File: src/rtl/div_sched_pkg.sv
// Shared execute-stage definitions for the divide scheduler: default width and FSM encoding.
package div_sched_pkg;

  localparam int DIV_WIDTH = 32;

  typedef enum logic [1:0] {
    ST_IDLE  = 2'd0,
    ST_ISSUE = 2'd1,
    ST_WAIT  = 2'd2,
    ST_RESP  = 2'd3
  } div_state_e;

  // True while the shared divider holds work that a flush must cancel.
  function automatic logic div_in_flight(input div_state_e s);
    return (s == ST_ISSUE) || (s == ST_WAIT);
  endfunction

endpackage

File: src/rtl/div_sched_rr_arb2.sv
// Two-way round-robin arbiter; the pointer remembers the lane granted last.
module rr_arb2 (
  input  logic       clk,
  input  logic       aresetn,
  input  logic [1:0] req,
  input  logic       advance,
  output logic [1:0] grant
);

  logic last_reg;

  always_comb begin
    grant = req;
    if (req == 2'b11) begin
      grant = last_reg ? 2'b01 : 2'b10;
    end
  end

  // Pointer starts at lane 1 so lane 0 wins the first contest.
  always_ff @(posedge clk or negedge aresetn) begin
    if (!aresetn) begin
      last_reg <= 1'b1;
    end else if (advance) begin
      last_reg <= grant[1];
    end
  end

endmodule

File: src/rtl/div_sched.sv
// Two-lane front end that serialises divide requests onto one shared iterative divider.
module div_sched
  import div_sched_pkg::*;
#(
  parameter int WIDTH = DIV_WIDTH
) (
  input  logic             clk,
  input  logic             aresetn,
  input  logic             req0_valid,
  output logic             req0_ready,
  input  logic [WIDTH-1:0] req0_dividend,
  input  logic [WIDTH-1:0] req0_divisor,
  input  logic             req0_sign,
  input  logic             req0_rem,
  input  logic             req1_valid,
  output logic             req1_ready,
  input  logic [WIDTH-1:0] req1_dividend,
  input  logic [WIDTH-1:0] req1_divisor,
  input  logic             req1_sign,
  input  logic             req1_rem,
  input  logic             flush,
  output logic             div_en,
  output logic [WIDTH-1:0] div_dividend,
  output logic [WIDTH-1:0] div_divisor,
  output logic             div_sign,
  output logic             div_flush,
  input  logic             div_done,
  input  logic [WIDTH-1:0] div_quotient,
  input  logic [WIDTH-1:0] div_remainder,
  output logic             resp_valid,
  input  logic             resp_ready,
  output logic             resp_lane,
  output logic [WIDTH-1:0] resp_data,
  output logic             busy
);

  div_state_e       state_reg;
  logic [WIDTH-1:0] dividend_reg;
  logic [WIDTH-1:0] divisor_reg;
  logic             sign_reg;
  logic             rem_reg;
  logic             lane_reg;
  logic [WIDTH-1:0] resp_data_reg;
  logic             div_en_reg;
  logic             resp_valid_reg;
  logic             busy_reg;

  logic [1:0]       req_valid;
  logic [1:0]       grant;
  logic             accept;
  logic [WIDTH-1:0] sel_dividend;
  logic [WIDTH-1:0] sel_divisor;
  logic             sel_sign;
  logic             sel_rem;

  assign req_valid = {req1_valid, req0_valid};

  rr_arb2 u_arb (
    .clk     (clk),
    .aresetn (aresetn),
    .req     (req_valid),
    .advance (accept),
    .grant   (grant)
  );

  // Ready is also held low while reset is asserted, so no handshake can be seen then.
  assign accept     = aresetn && (state_reg == ST_IDLE) && !flush && (grant != 2'b00);
  assign req0_ready = accept && grant[0];
  assign req1_ready = accept && grant[1];

  assign sel_dividend = grant[1] ? req1_dividend : req0_dividend;
  assign sel_divisor  = grant[1] ? req1_divisor  : req0_divisor;
  assign sel_sign     = grant[1] ? req1_sign     : req0_sign;
  assign sel_rem      = grant[1] ? req1_rem      : req0_rem;

  always_ff @(posedge clk or negedge aresetn) begin
    if (!aresetn) begin
      state_reg      <= ST_IDLE;
      dividend_reg   <= '0;
      divisor_reg    <= '0;
      sign_reg       <= 1'b0;
      rem_reg        <= 1'b0;
      lane_reg       <= 1'b0;
      resp_data_reg  <= '0;
      div_en_reg     <= 1'b0;
      resp_valid_reg <= 1'b0;
      busy_reg       <= 1'b0;
    end else begin
      div_en_reg <= 1'b0;
      if (flush) begin
        // Flush outranks done and resp_ready: the pending result is dropped.
        state_reg      <= ST_IDLE;
        resp_valid_reg <= 1'b0;
        resp_data_reg  <= '0;
        busy_reg       <= 1'b0;
      end else begin
        case (state_reg)
          ST_IDLE: begin
            if (accept) begin
              dividend_reg <= sel_dividend;
              divisor_reg  <= sel_divisor;
              sign_reg     <= sel_sign;
              rem_reg      <= sel_rem;
              lane_reg     <= grant[1];
              busy_reg     <= 1'b1;
              if (sel_divisor == '0) begin
                state_reg      <= ST_RESP;
                resp_data_reg  <= '0;
                resp_valid_reg <= 1'b1;
              end else begin
                state_reg  <= ST_ISSUE;
                div_en_reg <= 1'b1;
              end
            end
          end
          ST_ISSUE: begin
            state_reg <= ST_WAIT;
          end
          ST_WAIT: begin
            if (div_done) begin
              resp_data_reg  <= rem_reg ? div_remainder : div_quotient;
              resp_valid_reg <= 1'b1;
              state_reg      <= ST_RESP;
            end
          end
          ST_RESP: begin
            if (resp_ready) begin
              resp_valid_reg <= 1'b0;
              busy_reg       <= 1'b0;
              state_reg      <= ST_IDLE;
            end
          end
          default: begin
            state_reg <= ST_IDLE;
          end
        endcase
      end
    end
  end

  assign div_en       = div_en_reg;
  assign div_dividend = dividend_reg;
  assign div_divisor  = divisor_reg;
  assign div_sign     = sign_reg;
  assign div_flush    = flush && div_in_flight(state_reg);
  assign resp_valid   = resp_valid_reg;
  assign resp_lane    = lane_reg;
  assign resp_data    = resp_data_reg;
  assign busy         = busy_reg;

endmodule

File: config.mk
export PLATFORM = sky130hd
export DESIGN_NAME = div_sched
export DESIGN_NICKNAME = d
export VERILOG_FILES = /design/src/rtl/div_sched_pkg.sv /design/src/rtl/div_sched_rr_arb2.sv /design/src/rtl/div_sched.sv
export SDC_FILE = /design/constraint.sdc
export NUM_CORES = 1
export LEC_CHECK = 0
export ABC_AREA = 0
export BUFFER_PORTS_ARGS = -buffer_cell sky130_fd_sc_hd__buf_2
export CAP_MARGIN = 10
export CORE_UTILIZATION = 35
export CTS_CLUSTER_DIAMETER = 80
export DETAILED_ROUTE_END_ITERATION = 10
export GPL_TIMING_DRIVEN = 0
export PLACE_DENSITY = 0.67
export SYNTH_ARGS = -nofsm -noshare
export SYNTH_HDL_FRONTEND = slang
export SYNTH_HIERARCHICAL = 1
export SYNTH_SLANG_ARGS = --single-unit
File: constraint.sdc
create_clock -name clk -period 3.03 [get_ports clk]
set_clock_uncertainty 0.15 [all_clocks]
set_input_delay 0.303 -clock clk [delete_from_list [all_inputs] [get_ports clk]]
set_output_delay 0.303 -clock clk [all_outputs]
set_load 0.01 [all_outputs]
==> impl_metrics.py <==
metrics = {
    "outcome": {
        "status": "completed",
    },
    "cts": {
        "worstSkewPairLatency_ps": 350,
        "cts_root_buf": "clkbuf_16",
        "tritoncts": "yes",
        "clkSlewWorstSetupHoldPaths_ps": 70,
        "cts_buffers": 9,
        "cts.htree.levels": 3,
        "cts_setup_buffers": 0,
        "clock_sinks": 105,
        "clk_path_buf_depth": 2,
    },
    "yosys": {
        "synth_area_leaders": "dfrtp_1, mux2i_1, o2bb2ai_2, o21ai_1, nand2_1",
        "syn_avg_cell_area_sq_um": 11.61,
        "netlist_area_sq_um": 5482,
        "synth_top_flop_cell": "dfrtp_1",
        "synth.distinct_cells": 49,
        "ys_seq_elements": 105,
        "yosysTopAreaCell": "dfrtp_1",
        "synth_fp_nets": 678,
        "synthCells": 472,
        "synth_edf_count": 0,
        "ys_seq_area_share_pct": 47.96,
        "yosys.area.top_type_share_pct": 47.48,
        "async_flop_share_pct": 100.0,
        "ys_warn_count": 6,
    },
    "global_route": {
        "grt_first_pass_wirelength_um": 24440,
        "grt_max_degree": 56,
        "antenna_found_initial": 0,
        "first_global_vias": 4674,
        "overflow": 0,
        "globalRouteTotalUtil_pct": 19.81,
    },
    "layout": {
        "final_common_cell": "buf_2",
        "layout_common_cells": "buf_2, dfrtp_1, mux2i_1",
        "areaGrowthSynthToFinish_pct": 39.08,
        "num_antenna_cells": 0,
        "drive_gt1_share_pct": 50.19,
        "num-nets-final": 998,
    },
    "placed_design": {
        "routabilityCongestion": 0.7923,
        "port_buffers": 306,
        "dp_hpwl_um": 12470,
        "dp_slack_ps": 173.1,
    },
    "hold_path": {
        "hold_class": "input port to register",
    },
    "setup_path": {
        "critical_path_class": "input port to register",
        "required_ps": 3160,
        "crit_fanout": 55,
        "worst-path-buf-inv": 7,
        "max_stage_delay_ps": 540,
        "crit_path_end_kind": "register",
        "path_cells": "dlygate4sd3_1, buf_4, buf_16, o21ai_2, nand2b_1, buf_2, buf_2, buf_2, inv_2, mux2_4",
        "cp_slowest_cell": "dlygate4sd3_1",
        "crit_path_start_kind": "input port",
        "arrival_ps": 2710,
        "critPathTopFamily": "buffers and inverters",
        "crit_top_cell": "buf_2",
    },
    "sta": {
        "slew-limit-headroom_pct": 49.43,
        "period_needed_ps": 2586,
        "max_freq_ghz": 0.3868,
        "min_period_over_period_pct": 85.33,
        "rsz0062_at_grt": "no",
        "final-setup-viol-count": 0,
        "finalHoldViolCount": 0,
        "slew_viol_final": 0,
        "tns_ps": 0,
        "setup_ws_ps": 444.4,
        "worst_slew_pin_slew_ps": 758.5,
    },
    "drt": {
        "vias": 4754,
        "firstDrtPassIters": 4,
        "antenna_left": 0,
        "first_iter_violations": 118,
        "wl_per_cell_um": 15.67,
        "via_per_inst": 4.716,
        "routed_wirelength_um": 15800,
        "drc": 0,
    },
    "power_and_ir_drop": {
        "p_leak_nw": 4.010,
        "powerDensity_nw_per_um2": 724.7,
        "vdd_drop_max_mv": 0.2855,
    },
    "die": {
        "dieArea_sq_um": 16170,
        "num_rows": 45,
        "core_area_sq_um": 15260,
        "dieHeight_um": 127.1,
        "die_w_um": 127.1,
        "start_util_pct": 35.92,
        "ioPinCount": 307,
    },
    "flow_run": {
        "drv_cap": 0,
    },
}
-- power by group --
group,switching (mW),total [mW],internal [mW]
combinational,1.31,2.31,1.00
clock,0.546,1.11,0.565
sequential,0.236,2.10,1.86
total,2.10,5.52,3.43
-- cells in the mapped netlist, types with 2 or more instances --
| cell | count |
|---|---|
| and3_1 | 3 |
| buf_2 | 13 |
| buf_6 | 7 |
| clkbuf_1 | 11 |
| dfrtp_1 | 104 |
| ha_1 | 3 |
| inv_1 | 5 |
| mux2i_1 | 98 |
| nand2_1 | 69 |
| nand2b_1 | 2 |
| nand4_2 | 3 |
| nor2_1 | 6 |
| nor2b_1 | 2 |
| nor3_1 | 2 |
| nor4_1 | 9 |
| nor4_2 | 5 |
| nor4_4 | 2 |
| o21ai_1 | 66 |
| o2bb2ai_1 | 3 |
| o2bb2ai_2 | 30 |
-- per-stage QoR --
step / hold WS, ps / cells / cell area, sq um / total power [mW] / utilization [%]
after floorplan: -142.6 / 472 / 5482 / 3.507 / -
after detailed placement: 245.2 / 990 / 7307 / 4.470 / 47.89
final: 72.19 / 1008 / 7624 / 5.525 / 49.96
after CTS: 59.39 / 1008 / 7624 / 5.600 / 49.96
after global placement: 313.1 / 989 / 7277 / 4.416 / 47.69
after global routing: 66.29 / 1008 / 7624 / 5.898 / 49.96
-- layout make-up --
class,count,area (sq um)
flip-flops and latches,105,2629
plain buffers,34,216.5
fillers,1466,7635
clock inverters,7,53.80
inverters,6,22.52
multi-input cells,327,2614
clock buffers,9,225.2
well taps,211,264.0
repair buffers,309,1599
-- repair_timing --
item / in CTS / in global routing
hold buffers: 2 / 0
gates resized for setup: 0 / 0
hold endpoints to repair: 50 / 0
-- layer usage --
metal | track usage [%] | up-vias | part of all wire [%]
li1 | - | 2351 | -
met1 | 23.23 | 2213 | 43
met2 | 35.65 | 175 | 50
met3 | 4.062 | 15 | 5.5
met4 | 7.423 | 0 | 1.6
met5 | 0 | - | 0
-- logic make-up after synthesis --
logic type,after synthesis,share of synthesized area (%)
adders and majority gates,3,0.6848
xor gates and xnor gates,1,0.1598
buffers and inverters,40,4.360
DFF,105,47.96
muxes,99,18.17
AOI/OAI and AO/OA,114,17.60
and+or+nand+nor,110,11.07
-- worst paths after layout --
check,start,to,slack [ps],depth (start not counted)
max in group asynchronous,aresetn,div_divisor[10],2040,3
hold reg to reg,div_dividend[18],div_dividend[18],330,2
min in group asynchronous,aresetn,u_arb/last_reg,390,2
hold / removal,req0_dividend[27],div_dividend[27],70,3
setup reg to reg,u_arb/last_reg,u_arb/last_reg,510,9
setup / recovery,aresetn,u_arb/last_reg,440,10
-- worst register-to-register path, stage by stage, from the launching register on --
cell	delay (ps)
dfstp_2	560
a21boi_2	70
buf_6	150
o21ai_2	260
nand2b_1	140
buf_2	200
buf_2	300
buf_2	290
inv_2	60
mux2_4	290
Note: power is estimated with default switching activity, not from simulation.
